--- src/rtl/mult_err_accum_pkg.sv ---
// Shared constants and FSM state type for the approximate-multiplier error accumulator.
package mult_err_accum_pkg;

  localparam int unsigned NSAMP_W_DEF = 16;
  localparam int unsigned ACC_W_DEF   = 32;
  localparam int unsigned OPND_W      = 8;
  localparam int unsigned PROD_W      = 16;

  typedef enum logic [1:0] {
    ST_IDLE  = 2'd0,
    ST_RUN   = 2'd1,
    ST_DRAIN = 2'd2,
    ST_DONE  = 2'd3
  } state_e;

endpackage

--- src/rtl/mult_err_accum_err_dist.sv ---
// Combinational exact product and absolute error distance versus the approximate result.
module err_dist_unit
  import mult_err_accum_pkg::*;
(
  input  logic [OPND_W-1:0] i_a,
  input  logic [OPND_W-1:0] i_b,
  input  logic [PROD_W-1:0] i_r,
  output logic [PROD_W-1:0] o_exact,
  output logic [PROD_W-1:0] o_ed
);

  logic [PROD_W-1:0] w_exact;

  assign w_exact = PROD_W'(i_a) * PROD_W'(i_b);
  assign o_exact = w_exact;
  assign o_ed    = (w_exact >= i_r) ? (w_exact - i_r) : (i_r - w_exact);

endmodule

--- src/rtl/mult_err_accum.sv ---
// Measurement-run controller: accepts samples, pipes them through a 2-stage
// error datapath and accumulates mismatch count, error sum and max error.
module mult_err_accum
  import mult_err_accum_pkg::*;
#(
  parameter int unsigned NSAMP_W = NSAMP_W_DEF,
  parameter int unsigned ACC_W   = ACC_W_DEF
) (
  input  logic               clk,
  input  logic               rst_n,
  input  logic               start,
  input  logic [NSAMP_W-1:0] num_samples,
  input  logic               in_valid,
  output logic               in_ready,
  input  logic [OPND_W-1:0]  A,
  input  logic [OPND_W-1:0]  B,
  input  logic [PROD_W-1:0]  R,
  output logic               busy,
  output logic               done,
  output logic [NSAMP_W-1:0] err_count,
  output logic [ACC_W-1:0]   sum_ed,
  output logic [PROD_W-1:0]  max_ed
);

  localparam int unsigned SUM_W = ((ACC_W > PROD_W) ? ACC_W : PROD_W) + 1;

  state_e             r_state;
  logic               r_in_ready;
  logic               r_busy;
  logic               r_done;
  logic               r_drain;
  logic [NSAMP_W-1:0] r_nsamp;
  logic [NSAMP_W-1:0] r_cnt;
  logic               r_v1;
  logic               r_mis;
  logic [PROD_W-1:0]  r_ed;
  logic [NSAMP_W-1:0] r_err;
  logic [ACC_W-1:0]   r_sum;
  logic [PROD_W-1:0]  r_max;

  logic [PROD_W-1:0]  w_exact;
  logic [PROD_W-1:0]  w_ed;
  logic               w_accept;
  logic               w_start_acc;
  logic [NSAMP_W-1:0] w_cnt_nxt;
  logic [SUM_W-1:0]   w_sum;
  logic [SUM_W-1:0]   w_sum_max;

  err_dist_unit u_edu (
    .i_a     (A),
    .i_b     (B),
    .i_r     (R),
    .o_exact (w_exact),
    .o_ed    (w_ed)
  );

  // in_ready is high exactly in RUN, so no separate state decode is needed
  assign w_accept    = in_valid & r_in_ready;
  assign w_start_acc = start & ((r_state == ST_IDLE) | (r_state == ST_DONE));
  assign w_cnt_nxt   = r_cnt + NSAMP_W'(1);
  assign w_sum       = SUM_W'(r_sum) + SUM_W'(r_ed);
  assign w_sum_max   = SUM_W'({ACC_W{1'b1}});

  // Run-control FSM with registered handshake/status outputs
  always_ff @(posedge clk or negedge rst_n) begin
    if (!rst_n) begin
      r_state    <= ST_IDLE;
      r_in_ready <= 1'b0;
      r_busy     <= 1'b0;
      r_done     <= 1'b0;
      r_drain    <= 1'b0;
      r_nsamp    <= '0;
      r_cnt      <= '0;
    end else begin
      case (r_state)
        ST_IDLE, ST_DONE: begin
          if (start) begin
            r_nsamp <= num_samples;
            r_cnt   <= '0;
            r_drain <= 1'b0;
            if (num_samples == '0) begin
              r_state    <= ST_DONE;
              r_in_ready <= 1'b0;
              r_busy     <= 1'b0;
              r_done     <= 1'b1;
            end else begin
              r_state    <= ST_RUN;
              r_in_ready <= 1'b1;
              r_busy     <= 1'b1;
              r_done     <= 1'b0;
            end
          end
        end
        ST_RUN: begin
          if (w_accept) begin
            r_cnt <= w_cnt_nxt;
            if (w_cnt_nxt == r_nsamp) begin
              r_state    <= ST_DRAIN;
              r_in_ready <= 1'b0;
            end
          end
        end
        ST_DRAIN: begin
          // Two cycles: lets the last sample clear both pipeline stages
          if (r_drain) begin
            r_state <= ST_DONE;
            r_busy  <= 1'b0;
            r_done  <= 1'b1;
          end else begin
            r_drain <= 1'b1;
          end
        end
        default: begin
          r_state    <= ST_IDLE;
          r_in_ready <= 1'b0;
          r_busy     <= 1'b0;
          r_done     <= 1'b0;
        end
      endcase
    end
  end

  // Stage 1 payload: only the valid bit needs a reset
  always_ff @(posedge clk) begin
    if (w_accept) begin
      r_ed  <= w_ed;
      r_mis <= (w_exact != R);
    end
  end

  // Stage 1 valid and stage 2 statistics
  always_ff @(posedge clk or negedge rst_n) begin
    if (!rst_n) begin
      r_v1  <= 1'b0;
      r_err <= '0;
      r_sum <= '0;
      r_max <= '0;
    end else begin
      r_v1 <= w_accept;
      if (w_start_acc) begin
        r_err <= '0;
        r_sum <= '0;
        r_max <= '0;
      end else if (r_v1) begin
        if (r_mis && (r_err != {NSAMP_W{1'b1}})) r_err <= r_err + NSAMP_W'(1);
        r_sum <= (w_sum > w_sum_max) ? {ACC_W{1'b1}} : ACC_W'(w_sum);
        if (r_ed > r_max) r_max <= r_ed;
      end
    end
  end

  assign in_ready  = r_in_ready;
  assign busy      = r_busy;
  assign done      = r_done;
  assign err_count = r_err;
  assign sum_ed    = r_sum;
  assign max_ed    = r_max;

endmodule
--- config.mk ---
export PLATFORM = sky130hd
export DESIGN_NAME = mult_err_accum
export DESIGN_NICKNAME = d
export VERILOG_FILES = /design/src/rtl/mult_err_accum_pkg.sv /design/src/rtl/mult_err_accum_err_dist.sv /design/src/rtl/mult_err_accum.sv
export SDC_FILE = /design/constraint.sdc
export NUM_CORES = 1
export LEC_CHECK = 0
export ABC_AREA = 1
export CAP_MARGIN = 10
export CORE_MARGIN = 1
export CORE_UTILIZATION = 59
export CTS_CLUSTER_SIZE = 10
export DETAILED_ROUTE_END_ITERATION = 10
export PLACE_DENSITY = 0.93
export SLEW_MARGIN = 40
export SYNTH_ARGS = -nofsm -noshare
export SYNTH_HDL_FRONTEND = slang
export SYNTH_SLANG_ARGS = --single-unit
--- constraint.sdc ---
create_clock -name clk -period 2.8 [get_ports clk]
set_input_delay 0.28 -clock clk [delete_from_list [all_inputs] [get_ports clk]]
set_output_delay 0.28 -clock clk [all_outputs]
set_load 0.01 [all_outputs]
==> flow_summary.ini, run 1 <==
[sta]
fin_crit_ns = 5.19
setup_viol = 16
timing.final.crit_share_pct = 185
fin_ws_ns = -2.39
hold_viol = 0
worstMarginPinSlew_ns = 0.755
fin_skew_ns = 0.0102
clock.fmax_mhz = 193
slew_headroom_pct = 49.6
rsz0062_at_grt = true
slew_viol_final = 0
hold_slack_ns = 0.365

[synthesis]
async_reset_ff_share_pct = 85.8
synth_area_um2 = 11400
synth_nets = 1801
synth.avg_cell_area_um2 = 7.08
synthCells = 1606
synth-edff-count = 17
ys_warn_count = 0
yosys.cell_types.count = 51
synth_ff_type = dfrtp_1
ys_seq_elements = 120
synth-seq-area-share_pct = 27.2

[cts]
clock_latency_ns = 0.42
numClockSinks = 120
numCtsBuffers = 17
path_clk_slew_ns = 0.06
root_buffer = clkbuf_16
clockBufferDepth = 2
cts_tree = built
htreeDepth = 4

[status]
violations = setup timing
status = finished with violations

[global_routing]
grt_pass1_wl_mm = 57.1
grt_max_degree = 68
overflow = 0
grt_antenna_before_repair = 0
grt_pass1_vias = 12200
track_usage_pct = 36.3

[route]
drt-pass1-iter-count = 5
drcViolationCount = 0
antenna_left = 0
vias_per_cell = 5.78
drtIter0Drc = 1066
wire_per_inst_um = 17.0
vias = 12100
routed_wirelength_mm = 35.7

[power_and_ir_drop]
p_switching_w = 0.00867
internal_power_w = 0.00918
peakVddDrop_uv = 1540
p_seq_share_pct = 16.8
p_leak_nw = 7.62
power.density_nw_per_um2 = 1210
p_comb_share_pct = 71.9
switching_share_pct = 48.6
p_clk_share_pct = 11.3

[setup_path]
end_kind = flip-flop
r2r_start = r_ed[0]$_DFFE_PP_
rr_endpoint = sum_ed[16]$_DFFE_PN0P_
path_class = in2reg
cp.required_ns = 2.97
path_max_fanout = 4
worstPathArrival_ns = 5.37
cp-start-kind = primary input
reg2regPathDepth = 14
worst-r2r-setup-slack_ns = 0.17

[layout]
fin_nets = 2042
num_antenna_cells = 0
final_layout_size_suffix_gt1_share_pct = 17.5
area_growth_pct = 30.1
final_area_um2 = 14800

[floorplanning]
num_rows = 50
die-width_um = 141
start_util_pct = 60.6
core_um2 = 18800
dieHeight_um = 141
dieArea_um2 = 19800
ioPinCount = 119

[placement]
place_area_um2 = 13800
port_buffers = 118
gp_congestion = 0.972
hpwl_mm = 25.8

[flow_run]
drv_cap = 0

[min_path]
hold_path_class = in2async
-- registers in the layout (all words and copies together) (netlist names) --
signal     count
r_drain        1
in_ready       1
r_ed          16
err_count     16
sum_ed        32
r_mis          1
r_cnt         16
r_state        2
busy           1
max_ed        16
done           1
r_nsamp       16
r_v1           1
-- metrics by stage --
step / power, W / util (%) / worst slack, ns / TNS, ns / cells
after floorplan: 0.00984 / - / -2.30 / -36.02 / 1606
after global placement: 0.0138 / 73.5 / -3.05 / -48.24 / 2047
after detailed placement: 0.0141 / 73.5 / -3.16 / -50.13 / 2047
after CTS: 0.0170 / 77.8 / -2.15 / -33.87 / 2087
after global routing: 0.0191 / 78.8 / -2.59 / -39.80 / 2094
final: 0.0178 / 78.8 / -2.39 / -37.11 / 2094
-- synth_stat cells, types with 2 or more instances --
library cell	n	area (µm²)
a21o_1	6	45.0
nand4_1	19	119
nor4_1	5	31.3
inv_2	4	15.0
nor2_4	3	33.8
clkinv_1	2	7.51
ha_1	104	1300
nand3_2	3	30.0
nand3b_1	6	45.0
xor2_1	51	447
buf_2	8	40.0
nor4_2	2	25.0
a31oi_1	2	12.5
o2111ai_1	2	17.5
xnor2_1	14	123
nand2_2	9	56.3
o21a_1	3	22.5
dfrtp_1	103	2580
a32oi_1	2	17.5
or2_2	4	25.0
nand2_1	440	1650
nor2_2	4	25.0
fa_1	39	781
inv_1	282	1060
nor3_1	25	125
clkbuf_2	5	25.0
o21ai_0	79	395
and3_1	2	12.5
o31ai_1	4	30.0
edfxtp_1	17	510
o22ai_1	13	81.3
o21ai_2	3	26.3
nor2_1	80	300
o21bai_1	3	22.5
nand3_1	112	561
a21oi_1	76	380
buf_4	4	30.0
clkbuf_1	30	113
o21ai_1	24	120
-- kinds of logic (layout without fill, tap and decap cells) --
kind of cell	count (synthesis)	after routing	share of synthesized area, %
xor+xnor	66	66	5.21
simple gates	717	717	27.0
flops	120	120	27.2
fa+ha+maj	143	143	18.3
buf+inv	336	590	11.4
compound gates	224	224	10.8
-- metal layers --
layer,part of all wire (%),GRT usage (%),up-vias
met5,0,0,-
met4,5.0,19.4,0
met3,7.0,5.50,164
met2,50,63.3,681
met1,38,43.3,5664
li1,-,-,5591
-- worst max-delay path: stages --
cell	delay, ns
buf_4	0.14
buf_6	0.12
nand2_1	0.06
inv_1	0.05
fa_1	0.51
fa_1	0.44
fa_1	0.54
inv_2	0.05
fa_1	0.52
inv_2	0.05
ha_4	0.25
a21oi_1	0.25
o21ai_0	0.17
nand2_1	0.12
o2111ai_2	0.15
xnor2_2	0.26
inv_1	0.12
ha_4	0.29
nand2_2	0.08
nor4_4	0.27
nand2_1	0.14
nand3_4	0.15
inv_6	0.06
nand2_4	0.07
nand2_2	0.05
nor2_2	0.12
nor2_1	0.07
-- cell usage in the layout (no fill, tap or decap), drive strengths merged, types with 2 or more instances in the layout --
master	Yosys	routed
a21o	6	6
a21oi	77	77
a31oi	2	2
a32oi	2	2
and3	2	2
buf	13	165
clkbuf	35	19
clkdlybuf4s50	0	101
clkinv	2	13
clkinvlp	0	2
dfrtp	103	103
dlygate4sd2	0	2
edfxtp	17	17
fa	39	39
ha	104	104
inv	286	286
nand2	449	449
nand3	116	116
nand3b	6	6
nand4	19	19
nor2	87	87
nor3	25	25
nor4	7	7
o2111ai	2	2
o21a	3	3
o21ai	106	106
o21bai	3	3
o22ai	13	13
o31ai	4	4
or2	4	4
xnor2	14	14
xor2	51	51
-- power groups by stage --
| stage | Sequential (W) | Combinational, W | Clock [W] |
|---|---|---|---|
| 2_1_floorplan | 0.00286 | 0.00698 | 0 |
| 3_3_place_gp | 0.00296 | 0.0108 | 0 |
| 3_5_place_dp | 0.00299 | 0.0112 | 0 |
| 4_1_cts | 0.00297 | 0.0120 | 0.00201 |
| 5_1_grt | 0.00304 | 0.0140 | 0.00210 |
| 6_report | 0.00300 | 0.0128 | 0.00201 |
-- how the worst max path moves through the flow --
| stage | startpoint | to | slack [ns] | cells after the start |
|---|---|---|---|---|
| after global routing | B[3] | r_ed[13]$_DFFE_PP_ | -2.59 | 22 |
| after CTS | B[7] | r_ed[3]$_DFFE_PP_ | -2.15 | 28 |
| final | A[4] | r_ed[3]$_DFFE_PP_ | -2.39 | 27 |
| after global placement | A[2] | r_ed[3]$_DFFE_PP_ | -3.05 | 28 |
| after detailed placement | A[2] | r_ed[13]$_DFFE_PP_ | -3.16 | 28 |
| after floorplan | A[2] | r_ed[3]$_DFFE_PP_ | -2.30 | 32 |
-- cell type report --
| type | count | area (µm²) |
|---|---|---|
| clock buffer | 18 | 429 |
| clock inverter | 14 | 110 |
| fill | 1201 | 3980 |
| inverter | 288 | 1090 |
| multi-input combinational | 1150 | 7390 |
| sequential | 120 | 3090 |
| tap | 234 | 293 |
| timing repair buffer | 270 | 2390 |
-- repair_timing --
action / CTS / global route
endpoints found under the setup margin: 16 / 31
buffers inserted: 6 / 7
pin swaps: 46 / 35
endpoints found under the hold margin: 36 / 0
resized for setup: 130 / 47
cloned: 1 / 0
hold buffers: 1 / 0
(Power assumes the default switching activity.)
==> run 2: changes to the inputs <==
==> constraint.sdc (replaced) <==
create_clock -name clk -period 5.35 [get_ports clk]
set_input_delay 0.535 -clock clk [delete_from_list [all_inputs] [get_ports clk]]
set_output_delay 0.535 -clock clk [all_outputs]
set_load 0.01 [all_outputs]
==> run 2 against run 1 <==
Effect of this change:
- the flow finishes with violations (DRC, setup timing)
- largest power group unchanged
- clock skew about the same
- sequential power decreased by 48%
- die area unchanged
- total power decreased by 48%
- cell count decreased by 0.57%
- utilization decreased by 0.47 points
- critical endpoint unchanged
- sequential cell count unchanged
- setup slack improved by 2.3 ns
- combinational power decreased by 48%
==> flow_summary.ini, run 2 (same netlist as run 1, synthesis figures left out) <==
[status]
violations = DRC, setup timing
status = finished with violations

[sta]
hold_viol = 0
fin_skew_ns = 0.0103
rsz0062_at_grt = true
fin_crit_ns = 5.46
worstMarginPinSlew_ns = 0.744
hold_slack_ns = 0.0850
fin_ws_ns = -0.105
slew_headroom_pct = 50.3
timing.final.crit_share_pct = 102
slew_viol_final = 0
setup_viol = 15
clock.fmax_mhz = 183

[setup_path]
path_class = in2reg
cp-start-kind = primary input
slowest_stage = fa_1
end_kind = flip-flop
cp.required_ns = 5.52
path_max_fanout = 5
max_stage_delay_ns = 0.52
worstPathArrival_ns = 5.63

[layout]
layout_commonest_cell = nand2_1
final_area_um2 = 14700
fin_nets = 2030
final_cells = 2082
fillers = 1199
final_cell_mix = nand2_1, inv_1, buf_4
num_antenna_cells = 0
area_growth_pct = 29.4
largest_reg_flops = 32
final_layout_size_suffix_gt1_share_pct = 16.1

[route]
routed_wirelength_mm = 34.4
drtIter0Drc = 1073
vias_per_cell = 5.77
drcViolationCount = 2
drt-pass1-iter-count = 9
antenna_left = 0
vias = 12000
wire_per_inst_um = 16.5

[global_routing]
overflow = 0
track_usage_pct = 34.9
grt_pass1_vias = 11800
grt_antenna_before_repair = 0
grt_max_degree = 67
grt_pass1_wl_mm = 55.3

[cts]
numCtsBuffers = 17
path_clk_slew_ns = 0.05
root_buffer = clkbuf_16
numClockSinks = 120
clockBufferDepth = 2
htreeDepth = 4
cts_hold_buf = 0
cts_tree = built
clock_latency_ns = 0.42

[flow_run]
drv_cap = 0

[placement]
port_buffers = 118
place_area_um2 = 13700
dp.cells = 2035
gp_congestion = 0.961
hpwl_mm = 24.6

[power_and_ir_drop]
peakVddDrop_uv = 678
power.density_nw_per_um2 = 634
p_leak_nw = 7.58

[floorplanning]
core_um2 = 18800
ioPinCount = 119
num_rows = 50
dieHeight_um = 141
die-width_um = 141
start_util_pct = 60.6
dieArea_um2 = 19800

[min_path]
hold_path_class = in2async
run 2: cell count changes in the layout (fill, tap and decap cells not counted), moves of 3 or more:
cell      previous run  this run
inv_2               14        17
buf_4              144       128
nand2_2             39        28
buf_6               14        18
ha_1                95        92
nor2_1              72        76
clkbuf_2             1         4
nor2_2              11         7
nand2_1            402       415
ha_4                 8        12
run 2: layout make-up:
type                    count  area (µm²)  area share, %
clock buffers              18         429           2.92
clock inverters            14         158           1.07
inverters                 288        1090           7.39
multi-input cells        1150        7370           50.1
flip-flops and latches    120        3090           21.0
well taps                 234         293           1.99
repair buffers            258        2280           15.5
run 2: path summary, 6_finish.rpt:
| path | slack [ns] | endpoint | cells after the start | start |
|---|---|---|---|---|
| worst min-delay path | 0.08 | err_count[15]$_DFFE_PN0P_ | 1 | rst_n |
| max in group asynchronous | 4.29 | sum_ed[10]$_DFFE_PN0P_ | 2 | rst_n |
| min in group clk | 0.50 | busy$_DFFE_PN0P_ | 1 | busy$_DFFE_PN0P_ |
| worst max register to register | 2.39 | sum_ed[18]$_DFFE_PN0P_ | 14 | sum_ed[0]$_DFFE_PN0P_ |
| worst max-delay path | -0.11 | r_ed[3]$_DFFE_PP_ | 29 | B[3] |
| worst min register to register | 0.50 | busy$_DFFE_PN0P_ | 1 | busy$_DFFE_PN0P_ |
run 2: power by group:
group          total, W  internal (W)  switching (W)
Combinational   0.00661       0.00291        0.00370
Sequential      0.00156       0.00128       0.000280
Clock           0.00115      0.000726       0.000424
Total           0.00932       0.00491        0.00441
run 2: critical path, delay by kind of cell:
family / cells / cell delay (ns)
xor gates and xnor gates: 1 / 0.15
and+or+nand+nor: 13 / 1.42
adders and majority gates: 6 / 2.70
AOI/OAI and AO/OA: 3 / 0.35
buffers and inverters: 6 / 0.43
run 2: what timing repair did:
| action | 4_1_cts | 5_1_grt |
|---|---|---|
| endpoints found under the setup margin | 16 | 16 |
| gates resized for setup | 79 | 77 |
| pin swaps | 37 | 34 |
| buffers inserted | 9 | 6 |
run 2: layer usage:
layer  track usage, %  part of all wire (%)  wire length (µm)
met1             41.4                    38             13100
met2             62.2                    50             17200
met4             18.1                   4.9              1690
met3             3.94                   6.9              2370
met5                0                     0                 0
run 2: stage by stage:
step	TNS, ns	worst slack [ns]	power, W	util, %
finish	-0.974	-0.105	0.00932	78.3
floorplan	-0.00640	-0.00640	0.00515	-
detailed placement	-13.80	-0.932	0.00737	73.0
global placement	-11.78	-0.811	0.00718	73.0
global route	-4.26	-0.337	0.00992	78.3
CTS	0	0.00527	0.00894	77.4
==> edit 1 (flow settings as in run 1) <==
Put one more register stage on the output `err_count`, with the module's reset. The value now appears one clock later. The other outputs are not delayed to match.
--- a/src/rtl/mult_err_accum.sv
+++ b/src/rtl/mult_err_accum.sv
@@ -154,3 +154,9 @@
   assign done      = r_done;
-  assign err_count = r_err;
+  always_ff @(posedge clk or negedge rst_n) begin
+    if (!rst_n) begin
+      err_count <= '0;
+    end else begin
+      err_count <= r_err;
+    end
+  end
   assign sum_ed    = r_sum;
Behaviour: not the same (a bounded check fails within 4 cycles, from zero or initial values and one cycle with rst_n low).
==> edit 1 against run 1 <==
- the run still ends with setup timing left
- first-iteration DRC count fell by 18%
- sequential cell count rose by 16
- synthesized area rose by 1.7%
- sequential power rose by 8.3%
- hold slack improved by 0.044 ns
- wire length rose by 4.8%
- critical path depth rose by 1
- setup slack got worse by 0.27 ns
- final area rose by 3.5%
- non-clock buffer count rose by 12
- total power rose by 6.9%
- fmax fell by 5.0%
- largest cell class unchanged
- largest power group unchanged
==> edit 1: results (changes against run 1) <==
critical_path:
  crit_end: "r_ed[6]$_DFFE_PP_"
  crit_fanout: 8  # +4
route:
  drt-total-wl_um: 37430  # +4.8%
  drt_iter0_drc: 871  # -18%
  wl_met1_um: 13520  # -0.69%
  viasPerCell: 5.820  # +0.72%
logic_synthesis:
  ys_top_cells_by_count: "nand2_1 (420), inv_1 (270), dfrtp_1 (119), ha_1 (104), nor2_1 (99)"
  synth_cell_types: 50  # -2.0%
  synth-compound-area-share: 0.1078  # -0.0006638
  synthAdderAreaFrac: 0.1801  # -0.003132
  syn_inst: 1571  # -2.2%
  seq_area_frac_synth: 0.3017  # +0.02998
  syn_nets: 1766  # -1.9%
status:
  violations: "setup timing"
  status: "finished, violations left"
layout:
  utilization: 0.8077  # +0.01966
grt:
  grt_pass1_vias: 12160  # -0.049%
  use_met1: 0.4215  # -0.01163
  grt_first_pass_wirelength_um: 58040  # +1.6%
  grt_max_degree: 63  # -7.4%
  grtUsageMet3: 0.06729  # +0.01227
timing:
  layout_setup_ws_ns: -2.665  # -0.2716 ns
  finClkSkew_ns: 0.008559  # -0.001683 ns
  finalSetupTns_ns: -41.54  # -4.435 ns
  setup_viol: 16  # unchanged
power_and_ir_drop:
  p_comb_mw: 13.4  # +5%
  ir_worst_vdd_mv: 1.462  # -5.1%
  intPower_mw: 10.05  # +9.5%
place:
  dp_slack_ns: -3.328  # -0.1666 ns
  dpl-instance-area_um2: 14070  # +2.1%
floorplan:
  die_w_um: 142.0  # +0.85%
## edit 1: changes by cell type in the layout (fill, tap and decap cells not counted), moves of 8 or more
cell	change
buf_4	+12
dfrtp_1	+16
inv_1	-19
nand2_1	-18
nand3_1	-24
nor2_1	+26
o21ai_0	+8
o21ai_1	-16
## edit 1: worst max-delay path, delay by kind of cell
family          cells  cell delay, ns
buf+inv            10            0.87
compound gates      2            0.27
fa+ha+maj           6            2.42
simple gates        9            1.53
xor+xnor            1            0.26
## edit 1: area by class of cell
type / count / area share
clock buffer: 19 / 0.02893
clock inverter: 13 / 0.01242
inverter: 273 / 0.06783
multi-input combinational: 1121 / 0.4780
sequential: 136 / 0.2278
tap: 260 / 0.02125
timing repair buffer: 282 / 0.1623
timing repair inverter: 3 / 0.001471
## edit 1: what timing repair did
action | 4_1_cts | 5_1_grt
buffers inserted | 9 | 9
cloned | 1 | 3
endpoints found under the setup margin | 16 | 37
endpoints found under the hold margin | 51 | 0
gates resized for setup | 137 | 63
pin swaps | 58 | 27
hold buffers | 1 | 0
==> edit 2 (config.mk and constraints of run 1) <==
Made on the original files. The package constant `ACC_W_DEF` goes from 32 to 64.
--- a/src/rtl/mult_err_accum_pkg.sv
+++ b/src/rtl/mult_err_accum_pkg.sv
@@ -4,3 +4,3 @@
   localparam int unsigned NSAMP_W_DEF = 16;
-  localparam int unsigned ACC_W_DEF   = 32;
+  localparam int unsigned ACC_W_DEF   = 64;
   localparam int unsigned OPND_W      = 8;
Ports: changed (resized sum_ed); port bits go from 119 to 151. The function was not compared with the original's and may differ.
==> edit 2 against run 1 <==
- the run still ends with setup timing left
- sequential power is 18% higher
- final area is 20% higher
- first-iteration DRC count is 28% higher
- sequential cell count is 32 higher
- total power is 7.3% higher
- wire length is 24% higher
- setup slack better by 0.054 ns
- combinational power is 4% higher
- synthesized area is 21% higher
- count of clock-buffer cells in the layout is 1 lower
- die area is 21% higher
- hold slack better by 0.053 ns
- critical path type unchanged
- largest cell class unchanged
- largest power group unchanged
==> edit 2: results (changes against run 1) <==
status:
  status: "finished, violations left"
  violations: "setup timing"
place:
  io_buffer_count: 150  # +27%
  place_congestion: 1.022  # +5.2%
critical_path:
  arrival_ns: 5.33  # -0.04 ns
  max_stage_delay_ns: 0.58  # +0.04 ns
  crit_fanout: 6  # +2
logic_synthesis:
  synth-compound-area-share: 0.1004  # -0.008027
  seq_area_frac_synth: 0.2819  # +0.01021
  synthAdderAreaFrac: 0.1509  # -0.03226
  syn_nets: 2156  # +20%
  ys_top_cells_by_count: "nand2_1 (577), inv_1 (309), dfrtp_1 (135), nand3_1 (123), nor2_1 (119)"
  synth_cell_types: 56  # +9.8%
layout:
  fin_cells: 2562  # +22%
  drive_above_1_share: 0.1432  # -0.03156
  fin_nets: 2431  # +19%
  largest_reg_flops: 64  # +100%
route:
  viasPerCell: 5.727  # -0.89%
  drt_iter0_drc: 1367  # +28%
timing:
  setup_viol: 16  # unchanged
  finClkSkew_ns: 0.01319  # +0.002946 ns
  layout_setup_ws_ns: -2.339  # +0.05435 ns
  slew-limit-headroom: 0.5221  # +0.02565
cts:
  cts_setup_buffers: 10  # +4
  cts-resized-gates: 137  # +5.4%
power_and_ir_drop:
  ir_worst_vdd_mv: 1.057  # -31%
grt:
  grt_first_pass_wirelength_um: 70610  # +24%
  grt_pass1_vias: 14370  # +18%
[edit 2: cell types whose count changed in the layout (fill, tap and decap cells not counted), sizes merged, moves of 15 or more]
cell                  run 1  this run
nand2                   449       585
inv                     286       328
nor2                     87       128
clkdlybuf4s50           101       133
dfrtp                   103       135
nand4                    19        48
a22o                      1        16
[edit 2: stage by stage]
step / total power [mW] / hold WS (ns) / TNS, ns / area [um^2] / setup WS, ns
2_1_floorplan: 10.62 / -0.01559 / -36.76 / 13980 / -2.424
3_3_place_gp: 14.72 / 0.3883 / -47.75 / 16640 / -3.087
3_5_place_dp: 15.18 / 0.4001 / -50.21 / 16640 / -3.262
4_1_cts: 18.34 / 0.4191 / -33.84 / 17570 / -2.166
5_1_grt: 20.36 / 0.4684 / -39.23 / 17740 / -2.505
6_report: 19.15 / 0.4185 / -36.20 / 17740 / -2.339
[edit 2: final timing paths]
path | to | from | cells past startpoint | slack [ns]
worst min register to register | done$_DFFE_PN0P_ | done$_DFFE_PN0P_ | 1 | 0.48
min in group asynchronous | r_cnt[15]$_DFFE_PN0P_ | rst_n | 2 | 0.44
max in group asynchronous | sum_ed[57]$_DFFE_PN0P_ | rst_n | 3 | 1.61
worst max register to register | sum_ed[56]$_DFFE_PN0P_ | r_ed[0]$_DFFE_PP_ | 12 | 0.14
worst min-delay path | r_nsamp[4]$_DFFE_PN0P_ | num_samples[4] | 3 | 0.42
worst max-delay path | r_ed[5]$_DFFE_PP_ | A[4] | 35 | -2.34
[edit 2: worst min-delay path: stages]
cell             delay, ns
clkdlybuf4s50_1       0.40
inv_1                 0.06
o21ai_0               0.07
[edit 2: cell type report]
type,count,area [um^2]
clock inverters,15,180.2
well taps,313,391.6
clock buffers,17,425.4
repair inverters,1,6.256
multi-input cells,1430,8776
fillers,1530,5035
inverters,324,1226
repair buffers,310,2849
flip-flops and latches,152,3889
[edit 2: cells by family (layout without fill, tap and decap cells)]
family	after synthesis	after routing
adder cells (fa/ha/maj)	143	143
XOR/XNOR	79	79
AO/OA/AOI/OAI	243	243
buffers and inverters	381	667
flip-flops	152	152
AND/OR/NAND/NOR	963	965
[edit 2: where the power goes]
group          total (mW)  internal [mW]  switching [mW]
combinational        13.3           5.79            7.46
sequential           3.53           2.92           0.609
clock                2.37           1.21            1.17
total                19.2           9.92            9.23
[edit 2: per-layer routing]
layer | part of all wire | wire [um] | global-route usage | vias up
met3 | 0.070 | 3110 | 0.04958 | 206
met5 | 0 | 0 | 0 | -
met2 | 0.49 | 21620 | 0.6377 | 724
met1 | 0.39 | 17140 | 0.4539 | 6895
met4 | 0.055 | 2459 | 0.2013 | 0
li1 | - | - | - | 6847
